**src/rtl/depth_scheduler.sv**
```systemverilog
// Round-robin scheduler sharing one restoring stereo-depth divider among N_REQ requesters.
// Optional statistics counters are enabled by defining DEPTH_SCHED_STATS_EN.
module depth_scheduler #(
   parameter  int N_REQ             = 2,
   parameter  int FOCAL_LENGTH      = 1,
   parameter  int BASELINE_DISTANCE = 1,
   parameter  int NUM_W             = 16,
   localparam int ID_W              = $clog2(N_REQ)
) (
   input  logic                clk_in,
   input  logic                rst_n_in,
   input  logic [N_REQ-1:0]    req_valid_in,
   input  logic [N_REQ*12-1:0] x_1_in,
   input  logic [N_REQ*12-1:0] x_2_in,
   output logic [N_REQ-1:0]    req_ready_out,
   output logic                depth_valid_out,
   input  logic                depth_ready_in,
   output logic [7:0]          depth_out,
   output logic [ID_W-1:0]     depth_id_out,
   output logic                depth_sat_out,
`ifdef DEPTH_SCHED_STATS_EN
   output logic [15:0]         done_count_out,
   output logic [15:0]         sat_count_out,
`endif
   output logic                busy_out
);

   localparam int              CNT_W = $clog2(NUM_W);
   localparam logic [NUM_W-1:0] NUMER = NUM_W'(FOCAL_LENGTH * BASELINE_DISTANCE);

   typedef enum logic [1:0] {IDLE, DIV, DONE} state_e;

   state_e           stateQ, stateD;
   logic [ID_W-1:0]  rrPtrQ, idQ, nextPtr;
   logic [11:0]      divQ, remQ, remNext;
   logic [NUM_W-1:0] quotQ, quotNext;
   logic [CNT_W-1:0] cntQ;
   logic [7:0]       depthQ;
   logic             satQ;

   logic [N_REQ-1:0] rawGrant;
   logic             found;
   int               selIdx;
   logic [11:0]      selX1, selX2;
   logic [12:0]      diffComb, remShift, remSub;
   logic             nonPos, transfer, handshake, lastStep, quotSat;

   // First valid requester at or after the round-robin pointer wins the grant.
   always_comb begin
      rawGrant = '0;
      found    = 1'b0;
      selIdx   = 0;
      for (int k = 0; k < N_REQ; k++) begin
         if (!found && req_valid_in[(int'(rrPtrQ) + k) % N_REQ]) begin
            found            = 1'b1;
            selIdx           = (int'(rrPtrQ) + k) % N_REQ;
            rawGrant[selIdx] = 1'b1;
         end
      end
   end

   assign selX1     = x_1_in[selIdx*12 +: 12];
   assign selX2     = x_2_in[selIdx*12 +: 12];
   assign diffComb  = {1'b0, selX1} - {1'b0, selX2};
   assign nonPos    = diffComb[12] | (diffComb == '0);
   assign transfer  = (stateQ == IDLE) & found;
   assign handshake = (stateQ == DONE) & depth_ready_in;
   assign lastStep  = (cntQ == CNT_W'(NUM_W - 1));
   assign nextPtr   = (idQ == ID_W'(N_REQ - 1)) ? '0 : idQ + 1'b1;

   // Restoring step: a negative trial subtraction means the divisor did not fit.
   assign remShift = {remQ, quotQ[NUM_W-1]};
   assign remSub   = remShift - {1'b0, divQ};
   assign remNext  = remSub[12] ? remShift[11:0] : remSub[11:0];
   assign quotNext = {quotQ[NUM_W-2:0], ~remSub[12]};
   assign quotSat  = (quotNext > NUM_W'(255));

   always_ff @(posedge clk_in or negedge rst_n_in) begin
      if (!rst_n_in) stateQ <= IDLE;
      else           stateQ <= stateD;
   end

   always_comb begin
      stateD = stateQ;
      case (stateQ)
         IDLE:    if (transfer) stateD = nonPos ? DONE : DIV;
         DIV:     if (lastStep) stateD = DONE;
         DONE:    if (depth_ready_in) stateD = IDLE;
         default: stateD = IDLE;
      endcase
   end

   always_comb begin
      req_ready_out   = (stateQ == IDLE) ? rawGrant : '0;
      depth_valid_out = (stateQ == DONE);
      busy_out        = (stateQ != IDLE);
   end

   always_ff @(posedge clk_in or negedge rst_n_in) begin
      if (!rst_n_in) begin
         rrPtrQ <= '0;
         idQ    <= '0;
         divQ   <= '0;
         remQ   <= '0;
         quotQ  <= '0;
         cntQ   <= '0;
         depthQ <= '0;
         satQ   <= 1'b0;
      end else begin
         case (stateQ)
            IDLE: begin
               if (transfer) begin
                  idQ <= ID_W'(selIdx);
                  if (nonPos) begin
                     depthQ <= 8'hFF;
                     satQ   <= 1'b1;
                  end else begin
                     divQ  <= diffComb[11:0];
                     remQ  <= '0;
                     quotQ <= NUMER;
                     cntQ  <= '0;
                  end
               end
            end
            DIV: begin
               remQ  <= remNext;
               quotQ <= quotNext;
               cntQ  <= cntQ + 1'b1;
               if (lastStep) begin
                  depthQ <= quotSat ? 8'hFF : quotNext[7:0];
                  satQ   <= quotSat;
               end
            end
            DONE: if (handshake) rrPtrQ <= nextPtr;
            default: ;
         endcase
      end
   end

   assign depth_out     = depthQ;
   assign depth_id_out  = idQ;
   assign depth_sat_out = satQ;

`ifdef DEPTH_SCHED_STATS_EN
   logic [15:0] doneCntQ, satCntQ;

   always_ff @(posedge clk_in or negedge rst_n_in) begin
      if (!rst_n_in) begin
         doneCntQ <= '0;
         satCntQ  <= '0;
      end else if (handshake) begin
         doneCntQ <= doneCntQ + 16'd1;
         if (satQ) satCntQ <= satCntQ + 16'd1;
      end
   end

   assign done_count_out = doneCntQ;
   assign sat_count_out  = satCntQ;
`endif

endmodule

```
**config.mk**
```make
export PLATFORM = sky130hd
export DESIGN_NAME = depth_scheduler
export DESIGN_NICKNAME = d
export VERILOG_FILES = /design/src/rtl/depth_scheduler.sv
export SDC_FILE = /design/constraint.sdc
export NUM_CORES = 1
export LEC_CHECK = 0
export ABC_AREA = 1
export BUFFER_PORTS_ARGS = -buffer_cell sky130_fd_sc_hd__buf_2
export CORE_MARGIN = 10
export CORE_UTILIZATION = 40
export CTS_CLUSTER_SIZE = 10
export DETAILED_ROUTE_END_ITERATION = 7
export PLACE_DENSITY_LB_ADDON = 0.05
export SYNTH_ARGS = -nofsm -noshare
export SYNTH_HDL_FRONTEND = slang
export SYNTH_SLANG_ARGS = --single-unit
```
**constraint.sdc**
```tcl
create_clock -name clk_in -period 8.3 [get_ports clk_in]
set_clock_uncertainty 0.1 [all_clocks]
set_input_delay 1.66 -clock clk_in [delete_from_list [all_inputs] [get_ports clk_in]]
set_output_delay 1.66 -clock clk_in [all_outputs]
set_load 0.05 [all_outputs]
```
Yosys cells after proc, flatten, opt, wreduce, memory -nomap -nowiden

Cells that the tools add are included.
Widths: inputs -> output; s select.

Add/subtract/negate cells: 5
Multipliers: 1
$lt $le $gt $ge: 5
Eq/ne operators: 8
Shift operators: 2
Multiplexer cells: 41
Bitwise gates (word level): 7
Reductions and logical operators: 14

Operators with widths:

| kind                  | count |
|---|---|
| $shiftx 24x32->12     | 2 |
| $mux 12               | 3 |
| $mul 32x3->30 const B | 1 |
| $mux 16               | 2 |
| $mux 32               | 1 |
| $mux 8                | 4 |
| $pmux 16 s2           | 1 |
| $pmux 12 s2           | 1 |
| $gt 16x8->1 const B   | 1 |
| $pmux 8 s2            | 1 |
| $mux 1                | 14 |
| $mux 2                | 7 |
| $logic_not 13->1      | 1 |
| $sub 12x12->13        | 1 |
| $sub 13x12->13        | 1 |
| $reduce_and 3->1      | 3 |
| $mux 4                | 2 |
| $ne 2x2->1 const B    | 4 |
| $pmux 4 s2            | 1 |
| $pmux 2 s3            | 1 |
| $add 4x1->4 const B   | 1 |
| $eq 4x4->1 const B    | 1 |
| $reduce_and 2->1      | 2 |
| $reduce_and 4->1      | 1 |
| 19 further kinds      | 26 |

Bits in registers: 57
Bits of input ports: 53
Output and inout bits: 14
Word-level logic and storage cells: 92

Longest topological paths before layout

Gate-level depths: netlist (run 1).

Word-level depth: 15
Mapped depth: 22
Depth with buffers taken out: 21

Worst setup path before layout (run 1)

No wires, ideal clock.

Path kind: input -> output
From: input port req_valid_in[0]
To: output port req_ready_out[0]
Data arrival time: 2.896 ns
Required time: 6.540 ns
Setup slack: 3.644 ns
Stages on the path: 2
Path buffers: 0
Path through: inv_1 > a211oi_1

Longest elaborated chain between the ends: 7
Elaborated cells on any way between the ends: 12
Classes of those cells: mux (9); bitwise (1); reduce/logical (2)

RTL lines:

| element                                   | line | source |
|---|---|---|
| from (decl)                               | 12   | `input logic [N_REQ-1:0] req_valid_in,` |
| $mux 1 (implied by the code) (2 in a row) | 54   | `if (!found && req_valid_in[(int'(rrPtrQ) + k) % N_REQ]) begin` |
| $mux 1                                    | 54   |  |
| $logic_not 1->1                           | 54   |  |
| $logic_and 1x1->1                         | 54   |  |
| $mux 2 (*)                                | 54   |  |
| $mux 2 (*)                                | 94   | `req_ready_out = (stateQ == IDLE) ? rawGrant : '0;` |
| to (decl)                                 | 15   | `output logic [N_REQ-1:0] req_ready_out,` |

Every way passes the cells marked *; elsewhere a longest branch is shown, timed or not. The select of a mux whose other input is x is not followed.

Final worst setup path (run 1)

From: input port req_valid_in[0]
To: register quotQ[0]

Longest elaborated chain between the ends: 13
Elaborated cells on any way between the ends: 21
Classes of those cells: add/sub (1); mul (1); eq/ne (2); shift (2); mux (9); bitwise (2); reduce/logical (4)

RTL lines:

| element                                     | line   | source |
|---|---|---|
| $mux 1 (implied by the code) (2 in a row)   | 54     |  |
| $mux 1                                      | 54     |  |
| $logic_not 1->1                             | 54     |  |
| $logic_and 1x1->1                           | 54     |  |
| $mux 32                                     | 54     |  |
| $mul 32x3->30                               | 62, 63 |  |
| $shiftx 24x32->12, on equally long branches | 62, 63 |  |
| $sub 12x12->13                              | 64     | `assign diffComb = {1'b0, selX1} - {1'b0, selX2};` |
| $logic_not 13->1                            | 65     | `assign nonPos = diffComb[12] \| (diffComb == '0);` |
| $or 1x1->1                                  | 65     |  |
| $ne 2x2->1 (no line)                        | -      |  |
| $reduce_and 3->1 (no line) (*)              | -      |  |
| to (signal assigned)                        | 127    | `quotQ <= quotNext;` |
| to (decl)                                   | 36     | `logic [NUM_W-1:0] quotQ, quotNext;` |

Marks and branches as above.
A chain may end at the register's enable or synchronous reset.

==> run_results.csv, run 1 <==
group,metric,value,unit
floorplanning,dieArea,15550,um^2
routing,wl_per_cell,12.99,um
layout,final_cell_count_no_fill,795,
timing,fmax,218.0,MHz
global_routing,grt_pass1_wl,17860,um
clock_tree,clkSlewWorstSetupHoldPaths,70,ps
floorplanning,die_h,124.7,um
logic_synthesis,synth_area_leader_cell,"dfrtp_1",
floorplanning,initial_core_util,0.4062,
routing,finalWirelength,10330,um
pwr,p_per_area,373.4,nW/um^2
floorplanning,die_x,124.7,um
pwr,power_switching,935.2,uW
logic_synthesis,synth_warnings,0,
logic_synthesis,avgSynthCellArea,7.469,um^2
routing,ant_nets,0,
logic_synthesis,synthTopCellsByCount,"204 x nand2_1, 60 x inv_1, 57 x dfrtp_1, 34 x nand3_2",
clock_tree,cts_buffers,9,
logic_synthesis,ys_types,40,
global_routing,grt_pass1_vias,3824,
layout,layout.nets,730,
logic_synthesis,yosys.cell_count.top_type,"nand2_1",
clock_tree,post_cts_resized,0,
layout,syn2layout_area_growth,14.81,%
global_routing,grt_start_max_net_pins,58,
routing,drt_iter0_drc,220,
setup_path,arrival,4710,ps
setup_path,crit_path_max_fanout,33,
setup_path,crit_path_frequent_cell,"nand2_1",
clock_tree,clk_path_buf_depth,2,
clock_tree,cts_setup_buffers,0,
floorplanning,num_rows,38,
pwr,peakVddDrop,233.2,uV
routing,dr_total_vias,3757,
clock_tree,ctsHoldBuffers,0,
routing,drc_errors,0,
logic_synthesis,synth_top_flop_cell,"dfrtp_1",
worst_hold_path,min_path_type,"reg -> reg",
timing,hold_viol,0,
pwr,leakagePower,2.759,nW
clock_tree,root_buffer,"clkbuf_8",
clock_tree,h-tree-depth,3,
setup_path,cpPeakStageDelay,430,ps
place,hpwl,7907,um
place,port_buffers,66,
setup_path,crit_chain,"buf_2 -> inv_1 -> o21ai_2 -> buf_4 -> inv_1 -> nand2_1 -> nand2_1 -> ha_1 -> inv_1 -> fa_1 -> xnor2_1 -> nand3_1 -> nor2_1 -> nand3_2 -> nor2_4 -> nand3_4 -> nand3_4 -> nand2_1 -> nand2_1 -> nand2_1",
logic_synthesis,synth_area,4384,um^2
global_routing,antenna_found_initial,0,
pwr,clockPowerShare,0.165,
global_routing,grt-ovfl-total,0,
timing,maxSlewHeadroom,0.5131,
timing,setup_viol,0,
layout,drive_gt1_frac,0.2275,
pwr,p_int,944.3,uW
timing,fin_crit,4586,ps
place,gp_congestion,0.8542,
place,place_inst,779,
setup_path,slowest_stage,"fa_1",
logic_synthesis,yosysSeqAreaShare,0.3253,
run_status,outcome,"finished, final reports clean",
logic_synthesis,synth_top_area_share,0.3253,
timing,rsz0062_at_grt,"no",
run,cap_violations,0,
routing,detail_route.vias_per_cell,4.726,
logic_synthesis,synth_seq_cells,57,
timing,fin_setup_tns,0,ps
logic_synthesis,synth_area_leaders,"dfrtp_1 33%, nand2_1 17%, nand3_2 7.8%",
setup_path,crit_type,"in -> reg",
routing,drt_pass1_iterations,5,
floorplanning,io_pins,67,
setup_path,cp.required,8420,ps
timing,worstMarginPinSlew,730.3,ps
floorplanning,coreArea,10790,um^2
setup_path,critPathLaunchType,"input pin",
logic_synthesis,syn_nets,667,
timing,min_period_over_period,0.5526,
clock_tree,cts_tree,"yes",
timing,drv_slew,0,
logic_synthesis,synth_edf_count,0,
clock_tree,clock_latency,330,ps
setup_path,worstSetupEndpointType,"flop",
pwr,p_seq_frac,0.244,
pwr,sw_frac_of_total,0.4976,
global_routing,track_usage,0.1326,
layout,antenna_cells,0,
logic_synthesis,synthCells,587,
layout,num-fill-cells,1088,
pwr,pwr-share-comb,0.591,
clock_tree,numClockSinks,57,
logic_synthesis,async_flop_share,1.000,
## worst max-delay path, delay by kind of cell
kind | cells | cell delay (ps)
adders and majority gates | 2 | 560
buffers and inverters | 5 | 800
xor gates and xnor gates | 1 | 240
and+or+nand+nor | 11 | 1380
AOI/OAI and AO/OA | 1 | 50
## state kept, by name, summed over array words and instances, names as in the netlist, 2 cells and up
name	count
stateQ	2
remQ	12
depth_out	8
cntQ	4
quotQ	16
divQ	12
## power groups by stage
stage	combinational (mW)	clock [mW]	sequential, mW
floorplan	0.822	0	0.531
detailed placement	1.12	0	0.463
global route	1.26	0.333	0.474
global placement	1.11	0	0.461
finish	1.11	0.311	0.458
CTS	1.12	0.320	0.459
## per-layer routing
metal	share of wire	vias to the layer above	wire, um	global-route usage
met4	0.011	0	109	0.04455
li1	-	2017	-	-
met3	0.046	9	479	0.03660
met1	0.51	1656	5290	0.1836
met5	0	-	0	0
met2	0.43	75	4451	0.1923
## cell families after synthesis
logic type                 Yosys count  synth area share
and+or+nand+nor                    334            0.3753
xor gates and xnor gates            12           0.02569
AOI/OAI and AO/OA                   61           0.08019
DFF                                 57            0.3253
buffers and inverters               84           0.08562
adders and majority gates           27           0.08048
muxes                               12           0.02740
## worst paths after layout
kind,slack (ps),cells after the start,startpoint,endpoint
setup reg to reg,4780,18,rrPtrQ,quotQ[0]
hold reg to reg,370,2,depth_out[3],depth_out[3]
hold / removal,370,2,depth_out[3],depth_out[3]
min in group asynchronous,1350,2,rst_n_in,remQ[4]
setup / recovery,3710,20,req_valid_in[0],quotQ[0]
max in group asynchronous,6240,2,rst_n_in,divQ[1]
## stage by stage
| stage | util | instance area [um^2] | worst slack, ps | hold slack [ps] | total power, mW |
|---|---|---|---|---|---|
| global route | 0.4664 | 5034 | 3323 | 397.8 | 2.071 |
| floorplan | - | 4384 | 3644 | 358.8 | 1.353 |
| detailed placement | 0.4442 | 4795 | 3325 | 356.8 | 1.580 |
| finish | 0.4664 | 5034 | 3714 | 365.8 | 1.879 |
| CTS | 0.4664 | 5034 | 3683 | 371.6 | 1.900 |
| global placement | 0.4442 | 4795 | 3421 | 349.1 | 1.567 |
## cells in the final DEF (no fill, tap or decap), types with 2 or more instances in the layout
cell type and count:
nand3_4 3, nand2_2 3, nor2_1 28, nand3_2 34, xor2_1 6, buf_4 4, fa_1 2, nor3_1 2
ha_1 25, mux2i_1 12, nand4_1 8, xnor2_1 5, o21bai_1 2, nand3b_1 5, inv_2 5, o21ai_0 16
clkbuf_8 12, o21ai_1 13, o211ai_1 7, buf_2 66, a21oi_1 19, dfrtp_1 57, nand2_1 204, nor4_1 2
or2_2 9, nand3_1 29, nor2_2 3, inv_1 60, bufinv_16 2
## cell type report
class / instances / area (um^2) / share of cell area
clock inverter: 4 / 73.82 / 0.01467
timing repair buffer: 70 / 360.3 / 0.07159
sequential: 57 / 1426 / 0.2834
inverter: 66 / 247.7 / 0.04922
multi-input combinational: 446 / 2585 / 0.5135
tap: 140 / 175.2 / 0.03480
clock buffer: 12 / 165.2 / 0.03281
Power figures use the tool's default switching activity.
==> run 2: changes to the inputs <==
==> constraint.sdc (replaced) <==
create_clock -name clk_in -period 4.6 [get_ports clk_in]
set_clock_uncertainty 0.1 [all_clocks]
set_input_delay 0.92 -clock clk_in [delete_from_list [all_inputs] [get_ports clk_in]]
set_output_delay 0.92 -clock clk_in [all_outputs]
set_load 0.05 [all_outputs]
==> run_results.csv, run 2 (synthesized netlist as in run 1, its figures left out) <==
group,metric,value,unit
run_status,outcome,"finished, final reports clean",
clock_tree,numClockSinks,57,
clock_tree,root_buffer,"clkbuf_8",
setup_path,slowest_stage,"fa_1",
pwr,peakVddDrop,450.8,uV
setup_path,r2r_slack,1010,ps
routing,ant_nets,0,
routing,drc_errors,0,
setup_path,rr_endpoint,"remQ[8]",
worst_hold_path,min_path_cells,2,
floorplanning,num_rows,38,
setup_path,cp.required,4780,ps
layout,regMostFlops,"quotQ",
timing,maxSlewHeadroom,0.4908,
setup_path,cpPeakStageDelay,480,ps
setup_path,arrival,4040,ps
global_routing,track_usage,0.1405,
floorplanning,die_h,124.7,um
layout,final_cell_count_no_fill,798,
setup_path,timing.critical_path.to,"remQ[8]",
clock_tree,h-tree-depth,3,
floorplanning,coreArea,10790,um^2
setup_path,r2r-start,"rrPtrQ",
routing,drt_pass1_iterations,5,
layout,syn2layout_area_growth,15.07,%
timing,min_period_over_period,0.8381,
place,hpwl,8310,um
layout,drive_gt1_frac,0.2310,
layout,layout.nets,733,
layout,num-fill-cells,1095,
routing,finalWirelength,10710,um
routing,detail_route.vias_per_cell,4.788,
place,place_inst,782,
timing,rsz0062_at_grt,"no",
setup_path,crit_chain,"buf_2 -> inv_1 -> o21ai_2 -> inv_1 -> nand2_1 -> nand2_1 -> fa_1 -> xnor2_1 -> nand3_1 -> nor2_1 -> nand3_2 -> nor2_4 -> nand3_4 -> nand3_4 -> buf_4 -> nand3_2 -> nand2_1",
floorplanning,initial_core_util,0.4062,
clock_tree,ctsHoldBuffers,0,
clock_tree,cts_tree,"yes",
layout,largest_registers,"quotQ (16), divQ (12), remQ (12)",
timing,drv_slew,0,
timing,worstMarginPinSlew,763.8,ps
timing,setup_viol,0,
timing,fmax,259.4,MHz
setup_path,crit_type,"in -> reg",
clock_tree,clk_path_buf_depth,2,
routing,dr_total_vias,3821,
timing,hold_viol,0,
clock_tree,clock_latency,340,ps
pwr,leakagePower,2.760,nW
layout,sequential_cell_area,1426,um^2
setup_path,worstSetupEndpointType,"flop",
layout,finalInstanceArea,5045,um^2
place,gp_congestion,0.8213,
pwr,p_per_area,665.8,nW/um^2
routing,drt_iter0_drc,227,
floorplanning,die_x,124.7,um
layout,final_common_cell,"nand2_1",
run,cap_violations,0,
place,port_buffers,66,
setup_path,crit_path_max_fanout,24,
global_routing,grt_pass1_wl,18560,um
setup_path,crit_path_frequent_cell,"nand2_1",
timing,fin_setup_tns,0,ps
routing,wl_per_cell,13.42,um
setup_path,worstRegToRegCells,15,
clock_tree,cts_setup_buffers,0,
setup_path,critPathLaunchType,"input pin",
global_routing,grt_pass1_vias,3854,
timing,fin_crit,3855,ps
global_routing,grt-ovfl-total,0,
worst_hold_path,min_path_type,"reg -> reg",
global_routing,grt_start_max_net_pins,58,
clock_tree,clkSlewWorstSetupHoldPaths,70,ps
clock_tree,cts_buffers,9,
floorplanning,io_pins,67,
global_routing,antenna_found_initial,0,
layout,antenna_cells,0,
place,placedInstanceArea,4830,um^2
layout,largest_reg_flops,16,
layout,multi_input_area,2585,um^2
layout,final_cell_mix,"204 x nand2_1, 66 x buf_2, 60 x inv_1",
clock_tree,post_cts_resized,0,
setup_path,cp-startpoint,"req_valid_in[0]",
floorplanning,dieArea,15550,um^2
run 2: cell types whose count changed in the layout (fill, tap and decap cells not counted), sizes merged:
cell / previous run / this run
buf: 70 / 73
bufinv: 2 / 1
clkinv: 3 / 2
clkinvlp: 0 / 2
run 2: worst min path at each step:
stage	to	slack (ps)	start
finish	depth_out[7]	370	depth_out[7]
detailed placement	depth_out[7]	360	depth_out[7]
global placement	depth_out[7]	350	depth_out[7]
global route	depth_out[1]	380	depth_out[1]
CTS	depth_out[3]	370	depth_out[3]
floorplan	divQ[10]	360	divQ[10]
run 2: cell type report:
| class | instances | area share |
|---|---|---|
| clock buffers | 12 | 0.03274 |
| clock inverters | 4 | 0.009921 |
| multi-input cells | 446 | 0.5124 |
| inverters | 66 | 0.04911 |
| well taps | 140 | 0.03472 |
| flip-flops and latches | 57 | 0.2827 |
| repair buffers | 73 | 0.07837 |
run 2: power breakdown:
part | total (mW) | internal [mW] | switching, mW
clock network | 0.500 | 0.293 | 0.207
registers | 0.830 | 0.687 | 0.144
logic | 2.03 | 0.681 | 1.35
run 2: worst max-delay path, delay by kind of cell:
| kind | cells | cell delay, ps |
|---|---|---|
| AND/OR/NAND/NOR | 10 | 1250 |
| XOR/XNOR | 1 | 330 |
| adder cells (fa/ha/maj) | 1 | 480 |
| buffers and inverters | 4 | 690 |
| AO/OA/AOI/OAI | 1 | 350 |
run 2: layer usage:
layer / wire [um] / part of all wire / global-route usage / vias up
met5: 0 / 0 / 0 / -
met4: 103 / 0.0096 / 0.04798 / 0
met1: 5502 / 0.51 / 0.1867 / 1705
met2: 4674 / 0.44 / 0.2109 / 78
met3: 433 / 0.040 / 0.04170 / 6
li1: - / - / - / 2032
run 2: per-stage QoR:
step                      total power [mW]  worst slack [ps]  hold WS (ps)    util
after floorplan                      2.442             743.2         358.8       -
after global placement               2.847             471.3         351.4  0.4475
after detailed placement             2.872             377.2         356.5  0.4475
after CTS                            3.393             750.5         373.7  0.4674
after global routing                 3.718             464.7         383.1  0.4674
final                                3.359             744.9         367.3  0.4674
==> run 3: changes to the inputs <==
==> constraint.sdc (replaced) <==
create_clock -name clk_in -period 3.7 [get_ports clk_in]
set_clock_uncertainty 0.1 [all_clocks]
set_input_delay 0.74 -clock clk_in [delete_from_list [all_inputs] [get_ports clk_in]]
set_output_delay 0.74 -clock clk_in [all_outputs]
set_load 0.05 [all_outputs]
==> run_results.csv, run 3 (synthesized netlist as in run 1, its figures left out) <==
group,metric,value,unit
run_status,outcome,"finished, final reports clean",
clock_tree,cts_setup_buffers,0,
timing,min_period_over_period,0.8797,
global_routing,grt-ovfl-total,0,
routing,drt_iter0_drc,238,
clock_tree,ctsHoldBuffers,0,
layout,finalInstanceArea,5129,um^2
floorplanning,coreArea,10790,um^2
pwr,p_seq_frac,0.244,
routing,finalWirelength,10520,um
setup_path,worstSetupEndpointType,"flop",
setup_path,worstRegToRegCells,16,
layout,final_cell_mix,"204 x nand2_1, 66 x buf_2, 60 x inv_1",
setup_path,crit_type,"in -> reg",
worst_hold_path,holdCritStartpoint,"depth_sat_out",
place,gp_congestion,0.8490,
clock_tree,clk_path_buf_depth,2,
routing,ant_nets,0,
floorplanning,dieArea,15550,um^2
routing,detail_route.vias_per_cell,4.728,
global_routing,track_usage,0.1403,
clock_tree,post_cts_resized,0,
setup_path,r2r_slack,530,ps
pwr,clockPowerShare,0.157,
layout,final_common_cell,"nand2_1",
global_routing,antenna_found_initial,0,
timing,fmax,307.2,MHz
place,place_inst,789,
setup_path,crit_chain,"buf_2 -> inv_1 -> o21ai_2 -> buf_4 -> mux2i_1 -> ha_1 -> a21oi_2 -> nand2_1 -> nand2_1 -> nand3_1 -> nand2_1 -> nand2_1 -> nor2_2 -> nand3_4 -> nand3_2 -> nand2_2 -> nand2_1 -> nand2_1",
worst_hold_path,min_path_type,"reg -> reg",
layout,layout.nets,740,
setup_path,crit_path_max_fanout,14,
layout,final_util,0.4752,
pwr,leakagePower,2.808,nW
clock_tree,clkSlewWorstSetupHoldPaths,70,ps
floorplanning,die_h,124.7,um
layout,final_cell_count_no_fill,805,
worst_hold_path,hold_end,"depth_sat_out",
run,cap_violations,0,
timing,rsz0062_at_grt,"no",
timing,fin_crit,3255,ps
pwr,p_int,2.135,mW
timing,setup_ws,445.0,ps
layout,largest_reg_flops,16,
layout,num-fill-cells,1086,
routing,wl_per_cell,13.06,um
timing,fin_hold_ws,368.6,ps
layout,drive_gt1_frac,0.2361,
timing,hold_viol,0,
pwr,sw_frac_of_total,0.4949,
routing,dr_total_vias,3806,
pwr,pwr-share-comb,0.599,
floorplanning,num_rows,38,
timing,drv_slew,0,
clock_tree,h-tree-depth,3,
setup_path,rr_endpoint,"depth_out[4]",
setup_path,cpPeakStageDelay,320,ps
floorplanning,io_pins,67,
clock_tree,numClockSinks,57,
routing,drt_pass1_iterations,4,
timing,setup_viol,0,
layout,largest_registers,"quotQ (16), divQ (12), remQ (12)",
pwr,power_switching,2.091,mW
layout,syn2layout_area_growth,16.98,%
place,port_buffers,66,
setup_path,crit_path_frequent_cell,"nand2_1",
timing,fin_setup_tns,0,ps
pwr,p_per_area,824.0,nW/um^2
layout,multi_input_area,2585,um^2
place,hpwl,8200,um
floorplanning,initial_core_util,0.4062,
layout,regMostFlops,"quotQ",
setup_path,r2r-start,"rrPtrQ",
clock_tree,root_buffer,"clkbuf_8",
routing,drc_errors,0,
setup_path,cp.required,3830,ps
worst_hold_path,min_path_cells,2,
global_routing,grt_pass1_vias,3939,
place,placedInstanceArea,4907,um^2
layout,sequential_cell_area,1426,um^2
timing,maxSlewHeadroom,0.3338,
timing,worstMarginPinSlew,999.3,ps
global_routing,grt_start_max_net_pins,43,
layout,antenna_cells,0,
pwr,finalPower,4.226,mW
clock_tree,cts_buffers,9,
setup_path,slowest_stage,"ha_1",
pwr,peakVddDrop,451.2,uV
place,place_ws,58.50,ps
clock_tree,cts_tree,"yes",
floorplanning,die_x,124.7,um
setup_path,critPathLaunchType,"input pin",
setup_path,arrival,3390,ps
global_routing,grt_pass1_wl,18690,um
clock_tree,clock_latency,340,ps
==> run 3: cell count changes in the layout (fill, tap and decap cells not counted), moves of 2 or more <==
cell and change:
buf_12 +2, buf_4 +5, clkbuf_1 +2, clkbuf_8 -2
==> run 3: area by class of cell <==
cell class | count | area share
Clock buffer | 12 | 0.02830
Multi-Input combinational cell | 446 | 0.5040
Inverter | 66 | 0.04830
Clock inverter | 4 | 0.01488
Sequential cell | 57 | 0.2781
Tap cell | 140 | 0.03415
Timing Repair Buffer | 80 | 0.09222
==> run 3: power groups by stage <==
stage,registers (mW),logic [mW],clock network [mW]
after floorplan,1.19,1.84,0
after global placement,1.04,2.53,0
after detailed placement,1.04,2.54,0
after CTS,1.03,2.56,0.683
after global routing,1.07,2.90,0.714
final,1.03,2.53,0.662
==> run 3: worst max-delay path by stage <==
| stage | cells after the start | slack, ps | endpoint | start |
|---|---|---|---|---|
| after floorplan | 16 | 20 | divQ[2] | req_valid_in[0] |
| after global placement | 16 | 80 | depth_sat_out | req_valid_in[0] |
| after detailed placement | 18 | 60 | depth_out[4] | req_valid_in[0] |
| after CTS | 18 | 430 | depth_out[4] | req_valid_in[0] |
| after global routing | 20 | 70 | depth_out[2] | req_valid_in[0] |
| final | 18 | 440 | depth_out[4] | req_valid_in[0] |
==> run 3: critical path: cells and delay by family <==
kind	cells	cell delay, ps
AOI/OAI and AO/OA	2	470
adders and majority gates	1	320
buffers and inverters	3	400
muxes	1	220
and+or+nand+nor	11	1220
==> run 3: per-layer routing <==
layer | wire length (um) | vias up | global-route usage
met2 | 4506 | 75 | 0.2081
met4 | 115 | 0 | 0.04044
met5 | 0 | - | 0
li1 | - | 2045 | -
met3 | 523 | 9 | 0.04128
met1 | 5371 | 1677 | 0.1913
